File: config.mk
export PLATFORM = sky130hd
export DESIGN_NAME = stp_rcv_ctrl
export DESIGN_NICKNAME = d
export VERILOG_FILES = /design/src/rtl/stp_rcv_pkg.sv /design/src/rtl/stp_rcv_ctrl_timer.sv /design/src/rtl/stp_rcv_ctrl.sv
export SDC_FILE = /design/constraint.sdc
export NUM_CORES = 1
export LEC_CHECK = 0
export CAP_MARGIN = 20
export CELL_PAD_IN_SITES_DETAIL_PLACEMENT = 0
export CELL_PAD_IN_SITES_GLOBAL_PLACEMENT = 1
export CORE_MARGIN = 1.5
export CORE_UTILIZATION = 45
export DETAILED_ROUTE_END_ITERATION = 12
export PLACE_DENSITY = 0.79
export SETUP_SLACK_MARGIN = 0.2
export SKIP_LAST_GASP = 1
export SYNTH_ARGS = -nofsm -noshare
export SYNTH_HDL_FRONTEND = slang
export SYNTH_HIERARCHICAL = 1
export SYNTH_SLANG_ARGS = --single-unit
File: constraint.sdc
create_clock -name clk -period 6.9 [get_ports clk]
set_input_delay 1.725 -clock clk [delete_from_list [all_inputs] [get_ports clk]]
set_output_delay 1.725 -clock clk [all_outputs]
set_load 0.05 [all_outputs]
File: src/rtl/stp_rcv_pkg.sv
// Shared types and default parameters for the serial receive sequencer.
package stp_rcv_pkg;

    localparam int unsigned DEF_NUM_BITS     = 8;
    localparam int unsigned DEF_CLKS_PER_BIT = 10;

    typedef enum logic [2:0] {
        IDLE,
        START_CHK,
        DATA,
        STOP,
        LOAD,
        ERR_WAIT
    } rcv_state_t;

endpackage

File: src/rtl/stp_rcv_ctrl_timer.sv
// Bit-period timer: counts 0..rollover_val and wraps, flags the terminal count.
module rcv_bit_timer #(
    parameter int unsigned CNT_W = 4
) (
    input  logic             clk,
    input  logic             rst,
    input  logic             clear,
    input  logic             enable,
    input  logic [CNT_W-1:0] rollover_val,
    output logic [CNT_W-1:0] clk_cnt,
    output logic             tc
);

    assign tc = (clk_cnt == rollover_val);

    // Counter with priority clear; wraps to zero after the terminal count.
    always_ff @(posedge clk) begin
        if (rst || clear) begin
            clk_cnt <= '0;
        end else if (enable) begin
            if (tc) begin
                clk_cnt <= '0;
            end else begin
                clk_cnt <= clk_cnt + 1'b1;
            end
        end
    end

endmodule

File: src/rtl/stp_rcv_ctrl.sv
// Receive sequencer: start-bit qualification, bit timing, shift/load strobes
// and sticky status flags for the serial-to-parallel receive path.
module stp_rcv_ctrl
    import stp_rcv_pkg::*;
#(
    parameter int unsigned NUM_BITS     = DEF_NUM_BITS,
    parameter int unsigned CLKS_PER_BIT = DEF_CLKS_PER_BIT
) (
    input  logic clk,
    input  logic rst,
    input  logic serial_in,
    input  logic data_read,
    output logic shift_enable,
    output logic load_buffer,
    output logic data_ready,
    output logic framing_error,
    output logic overrun_error,
    output logic busy
);

    localparam int unsigned CNT_W = $clog2(CLKS_PER_BIT);
    localparam int unsigned BIT_W = $clog2(NUM_BITS + 1);
    localparam int unsigned H     = CLKS_PER_BIT / 2;

    localparam logic [CNT_W-1:0] HALF_TC  = CNT_W'(H - 1);
    localparam logic [CNT_W-1:0] FULL_TC  = CNT_W'(CLKS_PER_BIT - 1);
    localparam logic [CNT_W-1:0] PRE_TC   = CNT_W'(CLKS_PER_BIT - 2);
    localparam logic [BIT_W-1:0] LAST_BIT = BIT_W'(NUM_BITS - 1);

    rcv_state_t       state;
    logic [BIT_W-1:0] bit_cnt;
    logic [CNT_W-1:0] clk_cnt;
    logic             tc;
    logic             timer_clear;
    logic             timer_en;
    logic [CNT_W-1:0] rollover_val;

    // Timer runs only in timed states; half period while qualifying the start bit.
    always_comb begin
        timer_clear  = 1'b0;
        timer_en     = 1'b0;
        rollover_val = FULL_TC;
        case (state)
            START_CHK: begin
                timer_en     = 1'b1;
                rollover_val = HALF_TC;
            end
            DATA, STOP: timer_en = 1'b1;
            default:    timer_clear = 1'b1;
        endcase
    end

    rcv_bit_timer #(
        .CNT_W(CNT_W)
    ) u_timer (
        .clk         (clk),
        .rst         (rst),
        .clear       (timer_clear),
        .enable      (timer_en),
        .rollover_val(rollover_val),
        .clk_cnt     (clk_cnt),
        .tc          (tc)
    );

    // Frame sequencer, bit counter, strobes and status flags.
    always_ff @(posedge clk) begin
        if (rst) begin
            state         <= IDLE;
            bit_cnt       <= '0;
            shift_enable  <= 1'b0;
            load_buffer   <= 1'b0;
            data_ready    <= 1'b0;
            framing_error <= 1'b0;
            overrun_error <= 1'b0;
            busy          <= 1'b0;
        end else begin
            // Registered strobe: decoded one count early so it is high while clk_cnt = CLKS_PER_BIT-1.
            shift_enable <= (state == DATA) && (clk_cnt == PRE_TC);
            load_buffer  <= 1'b0;

            if (data_read && (state != LOAD)) begin
                data_ready    <= 1'b0;
                overrun_error <= 1'b0;
            end

            case (state)
                IDLE: begin
                    if (!serial_in) begin
                        state <= START_CHK;
                        busy  <= 1'b1;
                    end
                end
                START_CHK: begin
                    if (tc) begin
                        if (!serial_in) begin
                            state         <= DATA;
                            bit_cnt       <= '0;
                            framing_error <= 1'b0;
                        end else begin
                            state <= IDLE;
                            busy  <= 1'b0;
                        end
                    end
                end
                DATA: begin
                    if (tc) begin
                        if (bit_cnt == LAST_BIT) begin
                            state   <= STOP;
                            bit_cnt <= '0;
                        end else begin
                            bit_cnt <= bit_cnt + 1'b1;
                        end
                    end
                end
                STOP: begin
                    if (tc) begin
                        if (serial_in) begin
                            state       <= LOAD;
                            load_buffer <= 1'b1;
                        end else begin
                            state         <= ERR_WAIT;
                            framing_error <= 1'b1;
                        end
                    end
                end
                LOAD: begin
                    data_ready <= 1'b1;
                    if (data_ready && !data_read) begin
                        overrun_error <= 1'b1;
                    end
                    state <= IDLE;
                    busy  <= 1'b0;
                end
                ERR_WAIT: begin
                    if (serial_in) begin
                        state <= IDLE;
                        busy  <= 1'b0;
                    end
                end
                default: begin
                    state <= IDLE;
                    busy  <= 1'b0;
                end
            endcase
        end
    end

endmodule

==> results of run 1 <==
## layout by cell type (no fill, tap or decap), types with 3 or more instances in the layout
cell type,netlist,layout
or2b_1,4,4
nor2_1,7,7
a21oi_1,12,12
xor2_2,4,4
nand2b_1,6,6
nand3_1,5,5
o21ai_0,3,3
clkbuf_4,0,3
nand2_1,7,7
nand4_1,5,5
inv_1,6,6
clkdlybuf4s50_1,0,9
dfxtp_1,17,17
o41ai_1,4,4
## sequential cells by signal, indices dropped and copies added, names as in the netlist
register	cells
state	3
framing_error	1
bit_cnt	4
load_buffer	1
overrun_error	1
data_ready	1
u_timer/clk_cnt	4
busy	1
shift_enable	1
## final cells by class
type / count / area, µm²
tap: 28 / 35.0
clock inverter: 1 / 5.00
sequential: 17 / 340
multi-input combinational: 90 / 636
clock buffer: 3 / 22.5
fill: 228 / 1010
timing repair buffer: 10 / 97.6
inverter: 6 / 22.5
## power breakdown
part	total, mW	switching, mW	internal [mW]	leakage (nW)
clock network	0.0553	0.0337	0.0216	0.0177
registers	0.104	0.00415	0.100	0.138
logic	0.0365	0.0226	0.0139	0.240
## synthesized netlist by cell type (all sizes together) (2+ instances only)
| cell | count | area (µm²) |
|---|---|---|
| a21oi | 13 | 76.3 |
| or2b | 4 | 30.0 |
| a31oi | 2 | 12.5 |
| clkbuf | 2 | 7.51 |
| xor2 | 5 | 73.8 |
| nand2 | 7 | 26.3 |
| inv | 6 | 22.5 |
| buf | 3 | 17.5 |
| nand4 | 5 | 31.3 |
| a21bo | 2 | 20.0 |
| nand3 | 5 | 25.0 |
| o41ai | 4 | 35.0 |
| o21a | 2 | 15.0 |
| a21o | 2 | 15.0 |
| ha | 2 | 25.0 |
| nor2 | 7 | 26.3 |
| dfxtp | 17 | 340 |
| nand2b | 6 | 37.5 |
| o21ai | 6 | 33.8 |
| nor2b | 2 | 12.5 |
## per-stage QoR
stage,setup slack [ps],utilization,std cells,area (µm²),hold slack [ps]
finish,3690,0.534,155,1160,481
global route,3640,0.534,155,1160,544
CTS,3680,0.534,155,1160,483
detailed placement,3640,0.521,151,1130,468
global placement,3670,0.521,151,1130,465
floorplan,4250,-,118,1020,482
## cell families after synthesis
group	Yosys count
xor gates and xnor gates	5
AOI/OAI and AO/OA	35
adders and majority gates	2
DFF	17
buffers and inverters	11
muxes	1
and+or+nand+nor	46
other	1
## routing by layer
layer | vias up | wire (µm)
met5 | - | 0
met4 | 0 | 44
met3 | 6 | 49
met2 | 15 | 1000
met1 | 415 | 976
li1 | 437 | -
## worst min-delay path by stage
stage / from / end / cells after the start
floorplan: bit_cnt[0] / bit_cnt[0] / 1
global placement: framing_error / framing_error / 2
detailed placement: framing_error / framing_error / 2
CTS: framing_error / framing_error / 2
global route: framing_error / framing_error / 2
finish: framing_error / framing_error / 2
==> results.sh, run 1 <==
export IMPL_status="finished clean"
export IMPL_slowest_delay_ps=810
export IMPL_yosysWarnings=6
export IMPL_grt_pass1_vias=814
export IMPL_drtIter0Drc=17
export IMPL_cts_buffers=3
export IMPL_fin_skew_ps=1.76
export IMPL_hold_buffers=0
export IMPL_ant_nets=0
export IMPL_num_rows=17
export IMPL_grt_max_degree=16
export IMPL_vdd_drop_max_mv=0.119
export IMPL_cts_root_buf="clkbuf_4"
export IMPL_cts_resized=0
export IMPL_syn_cell_area_um2=1020
export IMPL_total_power_mw=0.196
export IMPL_crit_arrival_ps=1490
export IMPL_wirelength_um=2070
export IMPL_firstDrtPassIters=4
export IMPL_max_slew_margin_rel=0.618
export IMPL_final_nets=134
export IMPL_ios=10
export IMPL_cp_slowest_cell="clkdlybuf4s50_1"
export IMPL_grt_util_met3=0.0357
export IMPL_gr_max_usage_layer="met2"
export IMPL_fmax_ghz=0.311
export IMPL_cp_data_required_time_ps=5180
export IMPL_cts_sink_count=17
export IMPL_antenna_found_initial=0
export IMPL_rsz0062_at_grt="false"
export IMPL_syn_num_nets=124
export IMPL_min_period_ps=3210
export IMPL_crit_family="buffers and inverters"
export IMPL_worst_pin_slew_ps=571
export IMPL_synth_top_family_by_area="simple AND/OR/NAND/NOR gates"
export IMPL_met1_usage=0.222
export IMPL_vias=873
export IMPL_globalplace_congestion=0.736
export IMPL_grt_pass1_wl_um=3480
export IMPL_synth_enable_flop_cells=0
export IMPL_ys_flop_type="dfxtp_1"
export IMPL_crit_start="busy"
export IMPL_synthAdderAreaFrac=0.0244
export IMPL_io_buffers=9
export IMPL_syn_area_per_cell_um2=8.67
export IMPL_crit_fanout=4
export IMPL_start_util=0.472
export IMPL_ys_ff_latch=17
export IMPL_hold_class="flip-flop to flip-flop"
export IMPL_path_buf_inv=1
export IMPL_critPathKind="flip-flop to primary output"
export IMPL_drc=0
export IMPL_worstSetupStartpointType="flip-flop"
export IMPL_die_w_um=50.7
export IMPL_syn_inst=118
export IMPL_r2r_end="bit_cnt[3]"
export IMPL_synthMuxAreaShare=0.00978
export IMPL_viasPerCell=5.63
export IMPL_crit_chain="clkdlybuf4s50_1"
export IMPL_dieArea_um2=2570
export IMPL_hold_violations=0
export IMPL_antennaDiodeCount=0
export IMPL_coreArea_um2=2170
export IMPL_cp_end_kind="primary output"
export IMPL_cap_violations=0
export IMPL_yosys_area_share_simple=0.268
export IMPL_htreeDepth=1
export IMPL_p_leak_nw=0.395
export IMPL_cp_depth=1
export IMPL_cts_setup_buffers=0
export IMPL_drv_slew=0
export IMPL_setup_viol=0
export IMPL_endpoint="busy"
export IMPL_wl_per_cell_um=13.4
export IMPL_synth_compound_area_frac=0.243
export IMPL_synthDistinctLibCells=41
export IMPL_cts_path_max_buffers=2
export IMPL_synth_xor_area_frac=0.0721
export IMPL_r2r_setup_slack_ps=4630
export IMPL_finalCritPeriodShare=0.465
export IMPL_clkTransAtPathRegs_ps=100
export IMPL_p_per_area_nw_per_um2=169
export IMPL_grt_overflow=0
export IMPL_cts_tree="built"
export IMPL_globalRouteTotalUtil=0.185
export IMPL_reg2reg_from="state[0]"
export IMPL_reg2reg_depth=9
export IMPL_clock_latency_ps=290
export IMPL_dp_hpwl_um=1490
export IMPL_async_flop_share=0
export IMPL_drive_above_1_share=0.150
export IMPL_final_setup_tns_ps=0
export IMPL_syn_to_final_growth_pct=13.2
export IMPL_grtUsageMet2=0.300
export IMPL_ys_seq_area_frac=0.333
export IMPL_die_height_um=50.7
(Power assumes the default switching activity.)
==> inputs of run 2 (changes only) <==
Settings changed: CORE_UTILIZATION 45 to 42, PLACE_DENSITY 0.79 to 0.74.
Clock period 6.9 ns to 3.1 ns, I/O delays scaled along.
==> results.sh, run 2 (synthesized netlist as in run 1, its figures left out) <==
export IMPL_num_rows=17
export IMPL_intPower_mw=0.303
export IMPL_setup_viol=0
export IMPL_ios=10
export IMPL_critPathKind="flip-flop to flip-flop"
export IMPL_cp_data_required_time_ps=3320
export IMPL_reg2reg_from="state[0]"
export IMPL_clkTransAtPathRegs_ps=100
export IMPL_cts_buffers=3
export IMPL_die_w_um=52.4
export IMPL_drtIter0Drc=13
export IMPL_antenna_found_initial=0
export IMPL_layout_commonest_cell="dfxtp_1"
export IMPL_worst_pin_slew_ps=534
export IMPL_drv_slew=0
export IMPL_cts_path_max_buffers=2
export IMPL_crit_start="state[0]"
export IMPL_finalCritPeriodShare=0.747
export IMPL_r2r_setup_slack_ps=790
export IMPL_stdcell_count=156
export IMPL_cts_resized=0
export IMPL_rsz0062_at_grt="false"
export IMPL_cts_setup_buffers=0
export IMPL_p_switching_mw=0.133
export IMPL_drive_above_1_share=0.156
export IMPL_hold_buffers=0
export IMPL_wl_per_cell_um=12.9
export IMPL_r2r_end="bit_cnt[3]"
export IMPL_grt_pass1_wl_um=3440
export IMPL_cap_violations=0
export IMPL_worstHoldStart="overrun_error"
export IMPL_crit_arrival_ps=2540
export IMPL_endpoint="bit_cnt[3]"
export IMPL_coreArea_um2=2250
export IMPL_clockPowerShare=0.278
export IMPL_syn_to_final_growth_pct=13.9
export IMPL_htreeDepth=1
export IMPL_largestRegisters="bit_cnt x4, u_timer/clk_cnt x4, state x3"
export IMPL_clock_latency_ps=290
export IMPL_hold_class="flip-flop to flip-flop"
export IMPL_antennaDiodeCount=0
export IMPL_worstHoldPathCells=2
export IMPL_p_leak_nw=0.400
export IMPL_grt_overflow=0
export IMPL_hold_violations=0
export IMPL_worstSetupStartpointType="flip-flop"
export IMPL_crit_fanout=12
export IMPL_globalplace_congestion=0.759
export IMPL_cts_sink_count=17
export IMPL_dp_cells=152
export IMPL_reg2reg_depth=9
export IMPL_ant_nets=0
export IMPL_seq_power_share=0.533
export IMPL_final_cell_mix="dfxtp_1, a21oi_1, clkdlybuf4s50_1"
export IMPL_io_buffers=9
export IMPL_viasPerCell=5.34
export IMPL_wirelength_um=2010
export IMPL_fin_skew_ps=0.891
export IMPL_p_per_area_nw_per_um2=374
export IMPL_holdWs_ps=494
export IMPL_cp_end_kind="flip-flop"
export IMPL_cts_tree="built"
export IMPL_drc=0
export IMPL_globalRouteTotalUtil=0.171
export IMPL_switching_share=0.306
export IMPL_grt_max_degree=15
export IMPL_grt_pass1_vias=770
export IMPL_fmax_ghz=0.432
export IMPL_dp_hpwl_um=1380
export IMPL_die_height_um=52.4
export IMPL_p_comb_frac=0.189
export IMPL_max_slew_margin_rel=0.643
export IMPL_vias=833
export IMPL_firstDrtPassIters=4
export IMPL_dieArea_um2=2740
export IMPL_min_period_ps=2310
export IMPL_start_util=0.454
export IMPL_vdd_drop_max_mv=0.252
export IMPL_status="finished clean"
export IMPL_final_nets=135
export IMPL_final_setup_tns_ps=0
export IMPL_cts_root_buf="clkbuf_4"
[run 2: cell count changes in the layout (fill, tap and decap cells not counted)]
cell / before / now
buf_4: 1 / 2
[run 2: layout make-up]
cell class / count / area (µm²)
Inverter: 6 / 22.5
Clock inverter: 1 / 5.00
Sequential cell: 17 / 340
Multi-Input combinational cell: 90 / 636
Clock buffer: 3 / 22.5
Tap cell: 28 / 35.0
Timing Repair Buffer: 11 / 105
Fill cell: 228 / 1090
[run 2: worst min path at each step]
| stage | end |
|---|---|
| 2_1_floorplan | bit_cnt[0] |
| 3_3_place_gp | framing_error |
| 3_5_place_dp | overrun_error |
| 4_1_cts | overrun_error |
| 5_1_grt | framing_error |
| 6_report | overrun_error |
[run 2: stage by stage]
stage | setup slack (ps) | power [mW] | area, µm² | utilization
3_3_place_gp | 815 | 0.318 | 1140 | 0.505
4_1_cts | 752 | 0.443 | 1170 | 0.517
2_1_floorplan | 934 | 0.299 | 1020 | -
5_1_grt | 533 | 0.461 | 1170 | 0.517
6_report | 786 | 0.436 | 1170 | 0.517
3_5_place_dp | 781 | 0.319 | 1140 | 0.505
[run 2: critical path, cell delays in order, from the launching register on]
cell and delay, ps:
dfxtp_1 500, nor2b_1 290, nand2b_1 200, xor2_2 220, nor4_2 280, buf_4 240, nand4_1 130, nor2_1 100
nand4_1 100, a31oi_1 170
[run 2: routing by layer]
| layer | track usage | part of all wire |
|---|---|---|
| met1 | 0.230 | 0.51 |
| met2 | 0.267 | 0.45 |
| met3 | 0.0257 | 0.024 |
| met4 | 0.0769 | 0.0085 |
| met5 | 0 | 0 |
[run 2: power groups by stage]
stage,Clock (mW),Sequential [mW],Combinational (mW)
floorplan,0,0.237,0.0619
global placement,0,0.237,0.0810
detailed placement,0,0.237,0.0821
CTS,0.129,0.232,0.0822
global route,0.137,0.233,0.0905
finish,0.121,0.233,0.0823
